**config.mk**
```make
export PLATFORM = sky130hd
export DESIGN_NAME = bsg_manycore_pod_tag_tx
export DESIGN_NICKNAME = d
export VERILOG_FILES = /design/src/rtl/bsg_manycore_tag_pkg.sv /design/src/rtl/bsg_manycore_pod_tag_tx.sv
export SDC_FILE = /design/constraint.sdc
export NUM_CORES = 1
export LEC_CHECK = 0
export ABC_AREA = 1
export BUFFER_PORTS_ARGS = -buffer_cell sky130_fd_sc_hd__buf_2
export CORE_MARGIN = 5
export CORE_UTILIZATION = 35
export CTS_BUF_LIST = sky130_fd_sc_hd__clkbuf_8
export CTS_CLUSTER_SIZE = 30
export DETAILED_ROUTE_END_ITERATION = 10
export PLACE_DENSITY = 0.6
export SLEW_MARGIN = 10
export SYNTH_ARGS = -nofsm -noshare
export SYNTH_HDL_FRONTEND = slang
export SYNTH_SLANG_ARGS = --single-unit
```
**constraint.sdc**
```tcl
create_clock -name clk_i -period 3.9 [get_ports clk_i]
set_input_delay 0.78 -clock clk_i [delete_from_list [all_inputs] [get_ports clk_i]]
set_output_delay 0.78 -clock clk_i [all_outputs]
set_load 0.1 [all_outputs]
```
**src/rtl/bsg_manycore_tag_pkg.sv**
```systemverilog
// Shared types for the host-side bsg_tag serializer: FSM state encoding,
// packet struct generator macro and small elaboration-time helpers.
`ifndef BSG_MANYCORE_TAG_PKG_SV
`define BSG_MANYCORE_TAG_PKG_SV

// Field order puts node_id in the LSBs so a plain right shift serializes
// node, dnr, len, payload in wire order.
`define BSG_TAG_TX_PKT_S(lg_els_mp, lg_w_mp) \
  typedef struct packed { \
    logic [(2**(lg_w_mp))-2:0] payload; \
    logic [(lg_w_mp)-1:0]      len; \
    logic                      data_not_reset; \
    logic [(lg_els_mp)-1:0]    node_id; \
  } bsg_tag_tx_pkt_s

package bsg_manycore_tag_pkg;

  typedef enum logic [2:0] {
    eTagIdle,
    eTagRst,
    eTagStart,
    eTagNode,
    eTagDnr,
    eTagLen,
    eTagPayload,
    eTagGap
  } bsg_tag_tx_state_e;

  function automatic int bsg_safe_clog2(input int n);
    return (n <= 1) ? 1 : $clog2(n);
  endfunction

  function automatic int bsg_max4(input int a, input int b, input int c, input int d);
    int m;
    m = a;
    if (b > m) m = b;
    if (c > m) m = c;
    if (d > m) m = d;
    return m;
  endfunction

endpackage

`endif

```
**src/rtl/bsg_manycore_pod_tag_tx.sv**
```systemverilog
// Serializes parallel bsg_tag packets and master-reset sequences onto the
// registered tag_data_o line, one bit per tag clock.
module bsg_manycore_pod_tag_tx
  import bsg_manycore_tag_pkg::*;
#(
  parameter int tag_els_p      = 1024,
  parameter int tag_lg_width_p = 4,
  parameter int reset_cycles_p = 64,
  parameter int gap_cycles_p   = 2,
  localparam int lg_els_lp     = bsg_safe_clog2(tag_els_p),
  localparam int width_lp      = (2**tag_lg_width_p) - 1
) (
  input  logic                      clk_i,
  input  logic                      reset_i,
  input  logic                      reset_req_v_i,
  input  logic                      pkt_v_i,
  input  logic [lg_els_lp-1:0]      pkt_node_id_i,
  input  logic                      pkt_data_not_reset_i,
  input  logic [tag_lg_width_p-1:0] pkt_len_i,
  input  logic [width_lp-1:0]       pkt_payload_i,
  output logic                      ready_o,
  output logic                      tag_data_o,
  output logic                      busy_o,
  output logic                      len_err_o
);

  `BSG_TAG_TX_PKT_S(lg_els_lp, tag_lg_width_p);

  localparam int cnt_max_lp = bsg_max4(reset_cycles_p, width_lp, lg_els_lp, gap_cycles_p);
  localparam int cnt_w_lp   = $clog2(cnt_max_lp + 1);

  localparam logic [cnt_w_lp-1:0] cnt_one_lp  = cnt_w_lp'(1);
  localparam logic [cnt_w_lp-1:0] cnt_node_lp = cnt_w_lp'(lg_els_lp);
  localparam logic [cnt_w_lp-1:0] cnt_len_lp  = cnt_w_lp'(tag_lg_width_p);
  localparam logic [cnt_w_lp-1:0] cnt_rst_lp  = cnt_w_lp'(reset_cycles_p);
  localparam logic [cnt_w_lp-1:0] cnt_gap_lp  = cnt_w_lp'(gap_cycles_p);

  bsg_tag_tx_state_e         state_q, state_d;
  logic [cnt_w_lp-1:0]       cnt_q, cnt_d;
  bsg_tag_tx_pkt_s           shift_q, shift_d, pkt_in;
  logic [tag_lg_width_p-1:0] len_q, len_d;
  logic                      tag_q, tag_d;
  logic                      last;

  assign pkt_in = '{payload:        pkt_payload_i,
                    len:            pkt_len_i,
                    data_not_reset: pkt_data_not_reset_i,
                    node_id:        pkt_node_id_i};

  assign last = (cnt_q == cnt_one_lp);

  always_comb begin
    state_d = state_q;
    cnt_d   = cnt_q;
    shift_d = shift_q;
    len_d   = len_q;
    tag_d   = 1'b0;

    case (state_q)
      eTagIdle: begin
        if (reset_req_v_i) begin
          state_d = eTagRst;
          cnt_d   = cnt_rst_lp;
        end else if (pkt_v_i) begin
          state_d = eTagStart;
          cnt_d   = cnt_one_lp;
          shift_d = pkt_in;
          len_d   = pkt_len_i;
        end
      end
      eTagStart:   if (last) begin state_d = eTagNode; cnt_d = cnt_node_lp; end
      eTagNode:    if (last) begin state_d = eTagDnr;  cnt_d = cnt_one_lp;  end
      eTagDnr:     if (last) begin state_d = eTagLen;  cnt_d = cnt_len_lp;  end
      eTagLen: begin
        if (last) begin
          if (len_q == '0) begin
            state_d = eTagGap;
            cnt_d   = cnt_gap_lp;
          end else begin
            state_d = eTagPayload;
            cnt_d   = cnt_w_lp'(len_q);
          end
        end
      end
      eTagPayload: if (last) begin state_d = eTagGap;  cnt_d = cnt_gap_lp;  end
      eTagRst:     if (last) begin state_d = eTagGap;  cnt_d = cnt_gap_lp;  end
      eTagGap:     if (last) begin state_d = eTagIdle; cnt_d = '0;          end
      default:     state_d = eTagIdle;
    endcase

    if (state_q != eTagIdle && !last)
      cnt_d = cnt_q - cnt_one_lp;

    // The line register carries the bit belonging to the state being entered.
    case (state_d)
      eTagStart, eTagRst: tag_d = 1'b1;
      eTagNode, eTagDnr, eTagLen, eTagPayload: begin
        tag_d   = shift_q[0];
        shift_d = shift_q >> 1;
      end
      default: tag_d = 1'b0;
    endcase
  end

  always_ff @(posedge clk_i or posedge reset_i) begin
    if (reset_i) begin
      state_q <= eTagIdle;
      cnt_q   <= '0;
      shift_q <= '0;
      len_q   <= '0;
      tag_q   <= 1'b0;
    end else begin
      state_q <= state_d;
      cnt_q   <= cnt_d;
      shift_q <= shift_d;
      len_q   <= len_d;
      tag_q   <= tag_d;
    end
  end

  assign ready_o    = (state_q == eTagIdle);
  assign busy_o     = (state_q != eTagIdle);
  assign tag_data_o = tag_q;
  // The length field cannot exceed width_lp at this field width.
  assign len_err_o  = 1'b0;

endmodule

```
==> results.sh <==
export IMPL_outcome="finished clean"
export IMPL_yosys_top_cells_count="67 x nand2_1, 56 x nand3_2, 45 x dfrtp_1, 30 x nand3_1, 19 x inv_1"
export IMPL_worstHoldStart="shift_q[14]"
export IMPL_dpl_hpwl_um=3990
export IMPL_post_cts_repair_setup_buffers=0
export IMPL_ys_flop_type="dfrtp_1"
export IMPL_drc=0
export IMPL_clock_sinks=45
export IMPL_synthMuxAreaShare=0
export IMPL_synth_top_family_by_area="simple AND/OR/NAND/NOR gates"
export IMPL_drt_iter0_drc=135
export IMPL_grt_antenna_before_repair=0
export IMPL_reg2regPathDepth=10
export IMPL_rsz0062_at_grt="no"
export IMPL_fmax_ghz=0.4116
export IMPL_design_core_area_um2=7727
export IMPL_r2r_setup_slack_ns=1.47
export IMPL_setup_ws_ns=1.470
export IMPL_ys_warn_count=0
export IMPL_insertion_delay_ns=0.30
export IMPL_cts_htree_levels=2
export IMPL_die_y_um=99.15
export IMPL_port_buffers=36
export IMPL_avgSynthCellArea_um2=9.365
export IMPL_initial_core_util=0.3599
export IMPL_gp_congestion=0.7618
export IMPL_synth_compound_area_frac=0.04723
export IMPL_startpoint_type="flip-flop"
export IMPL_worstHoldPathCells=2
export IMPL_antenna_cells=0
export IMPL_cts_hold_buf=0
export IMPL_track_usage=0.1261
export IMPL_critPathSlowestCell="dfrtp_1"
export IMPL_grt_pass1_vias=2192
export IMPL_p_leak_uw=0.001546
export IMPL_slew_headroom=0.6086
export IMPL_synth_fa_ha_area_frac=0.008997
export IMPL_synthXorXnorAreaFrac=0.006298
export IMPL_skew_ns=0.008094
export IMPL_tightest_slew_ns=0.5870
export IMPL_cp_max_fo=34
export IMPL_synth_cells=297
export IMPL_crit_family="simple AND/OR/NAND/NOR gates"
export IMPL_grt_overflow_total=0
export IMPL_yosysUniqueCellTypes=36
export IMPL_syn_nets=333
export IMPL_critPathCaptureType="flip-flop"
export IMPL_io_pins=38
export IMPL_synthArstFlopShare=1.000
export IMPL_ant_nets=0
export IMPL_dp_slack_ns=1.135
export IMPL_finalCritPeriodShare=0.6230
export IMPL_cp_data_required_time_ns=4.09
export IMPL_power_density_nw_per_um2=255.8
export IMPL_path_common_cell="nand2_1"
export IMPL_yosysTopAreaCellShare=0.4049
export IMPL_clkTransAtPathRegs_ns=0.08
export IMPL_chipWidth_um=99.15
export IMPL_worstReg2RegEnd="shift_q[11]"
export IMPL_clock_root_buffer="clkbuf_8"
export IMPL_ys_seq_area_frac=0.4049
export IMPL_grt_max_degree=46
export IMPL_hold_violations=0
export IMPL_cts_buffers=5
export IMPL_fin_setup_tns_ns=0
export IMPL_nets=362
export IMPL_hp_class="flip-flop to flip-flop"
export IMPL_synth_top_cell_by_area="dfrtp_1"
export IMPL_synth_area_leaders="dfrtp_1 40%, nand3_2 20%, nand2_1 9.0%, nand3_1 5.4%, inv_1 2.6%"
export IMPL_final_layout_size_suffix_gt1_frac=0.3761
export IMPL_grt_pass1_wl_um=10090
export IMPL_peakVddDrop_mv=0.1294
export IMPL_r2r_start="state_q[0]"
export IMPL_clock_tree_buffer_depth=2
export IMPL_synth_edff_count=0
export IMPL_worst_path_largest_cell_delay_ns=0.48
export IMPL_wl_per_cell_um=13.47
export IMPL_yosys_area_share_simple=0.4467
export IMPL_maxSlewViolCount=0
export IMPL_crit_type="flip-flop to flip-flop"
export IMPL_yosysMostFrequentCell="nand2_1"
export IMPL_routed_wl_um=5777
export IMPL_cts_resized=0
export IMPL_synth_seq_cells=45
export IMPL_holdPathEnd="shift_q[14]"
export IMPL_min_period_ns=2.430
export IMPL_vias=2101
export IMPL_cts_tree="yes"
export IMPL_drv_cap=0
export IMPL_setup_viol_count_final=0
export IMPL_cp_cell_sequence="nor2_4 -> nand2_4 -> inv_2 -> nand2_4 -> nand3_4 -> nand3_4 -> nand2_8 -> nand2_1 -> nand2_1 -> nand2_1"
export IMPL_area_growth_pct=9.492
export IMPL_drt_first_pass_iters=4
export IMPL_worstPathArrival_ns=2.62
export IMPL_synth_area_um2=2781
export IMPL_rows=32
export IMPL_viasPerCell=4.897
export IMPL_fp_dieArea_um2=9830
export IMPL_worst_path_buf_inv=1
==> layout by cell type (no fill, tap or decap) <==
master | synthesis | final
nand2_1 | 67 | 67
dfrtp_1 | 45 | 45
nand2_2 | 3 | 3
clkbuf_8 | 0 | 5
clkinv_2 | 0 | 2
nand3_2 | 56 | 56
nor2_2 | 3 | 3
inv_2 | 4 | 4
o21ai_0 | 5 | 5
nor2_4 | 3 | 3
nand3b_1 | 5 | 5
nand2_8 | 1 | 1
buf_4 | 3 | 2
a21oi_1 | 3 | 3
nand3_1 | 30 | 30
ha_1 | 2 | 2
nor4_1 | 1 | 1
nand2_4 | 4 | 4
xor2_1 | 2 | 2
nand3_4 | 3 | 3
o211ai_1 | 2 | 2
a221oi_1 | 1 | 1
conb_1 | 1 | 1
inv_1 | 19 | 19
nor3_1 | 1 | 1
o21ai_1 | 1 | 1
a31oi_1 | 1 | 1
nand4_1 | 2 | 2
a221o_1 | 1 | 1
o22ai_1 | 2 | 2
a21oi_4 | 1 | 1
buf_2 | 5 | 36
clkinv_1 | 2 | 3
o221ai_1 | 2 | 2
nor2_1 | 8 | 8
==> cell type report <==
| cell class | instances | area [um^2] |
|---|---|---|
| multi-input combinational | 211 | 1420 |
| timing repair buffer | 38 | 195.2 |
| sequential | 45 | 1126 |
| clock inverter | 3 | 13.76 |
| inverter | 25 | 93.84 |
| tap | 102 | 127.6 |
| fill | 784 | 4682 |
| clock buffer | 5 | 68.82 |
==> metal layers <==
layer	part of all wire	vias to the layer above	GRT usage	routed length, um
li1	-	1045	-	-
met4	0.015	0	0.04622	86
met1	0.50	1013	0.1679	2866
met3	0.038	9	0.03015	220
met2	0.45	34	0.1994	2604
met5	0	-	0	0
==> report_power, final <==
group / switching (uW) / total, uW / leakage, uW / internal (uW)
combinational: 18.8 / 31.1 / 0.000914 / 12.3
clock: 160 / 282 / 0.0000491 / 122
sequential: 0 / 466 / 0.000583 / 466
total: 179 / 779 / 0.00155 / 600
==> flip-flops by register name, summed over array words and instances (netlist names) <==
name        flops
state_q         3
cnt_q           7
shift_q        30
tag_data_o      1
len_q           4
==> worst max path at each step <==
stage | startpoint | to | slack [ns] | cells after the start
after global placement | reset_req_v_i | shift_q[11] | 1.18 | 9
after detailed placement | reset_req_v_i | shift_q[11] | 1.13 | 9
after floorplan | state_q[0] | shift_q[10] | 1.74 | 11
after CTS | state_q[0] | shift_q[13] | 1.43 | 10
final | state_q[0] | shift_q[11] | 1.47 | 10
after global routing | cnt_q[1] | shift_q[13] | 1.20 | 11
==> worst register-to-register path: cells and delay by family (launching register included) <==
kind / cells / cell delay (ns)
buffers and inverters: 1 / 0.08
AND/OR/NAND/NOR: 9 / 1.77
flip-flops: 1 / 0.48
==> cells by family (layout without fill, tap and decap cells) <==
group | Yosys count | after routing
adders and majority gates | 2 | 2
buffers and inverters | 41 | 71
DFF | 45 | 45
AOI/OAI and AO/OA | 19 | 19
other | 1 | 1
and+or+nand+nor | 187 | 187
xor gates and xnor gates | 2 | 2
==> per-stage QoR <==
stage | area, um^2 | hold slack [ns] | instances | util | total power (uW)
6_report | 3045 | 0.5093 | 429 | 0.3941 | 779.1
5_1_grt | 3045 | 0.5373 | 429 | 0.3941 | 822.0
4_1_cts | 3045 | 0.5139 | 429 | 0.3941 | 794.1
3_5_place_dp | 2963 | 0.4938 | 421 | 0.3834 | 507.8
3_3_place_gp | 2963 | 0.4885 | 421 | 0.3834 | 507.3
2_1_floorplan | 2781 | 0.4762 | 297 | - | 488.0
Power figures use the tool's default switching activity.
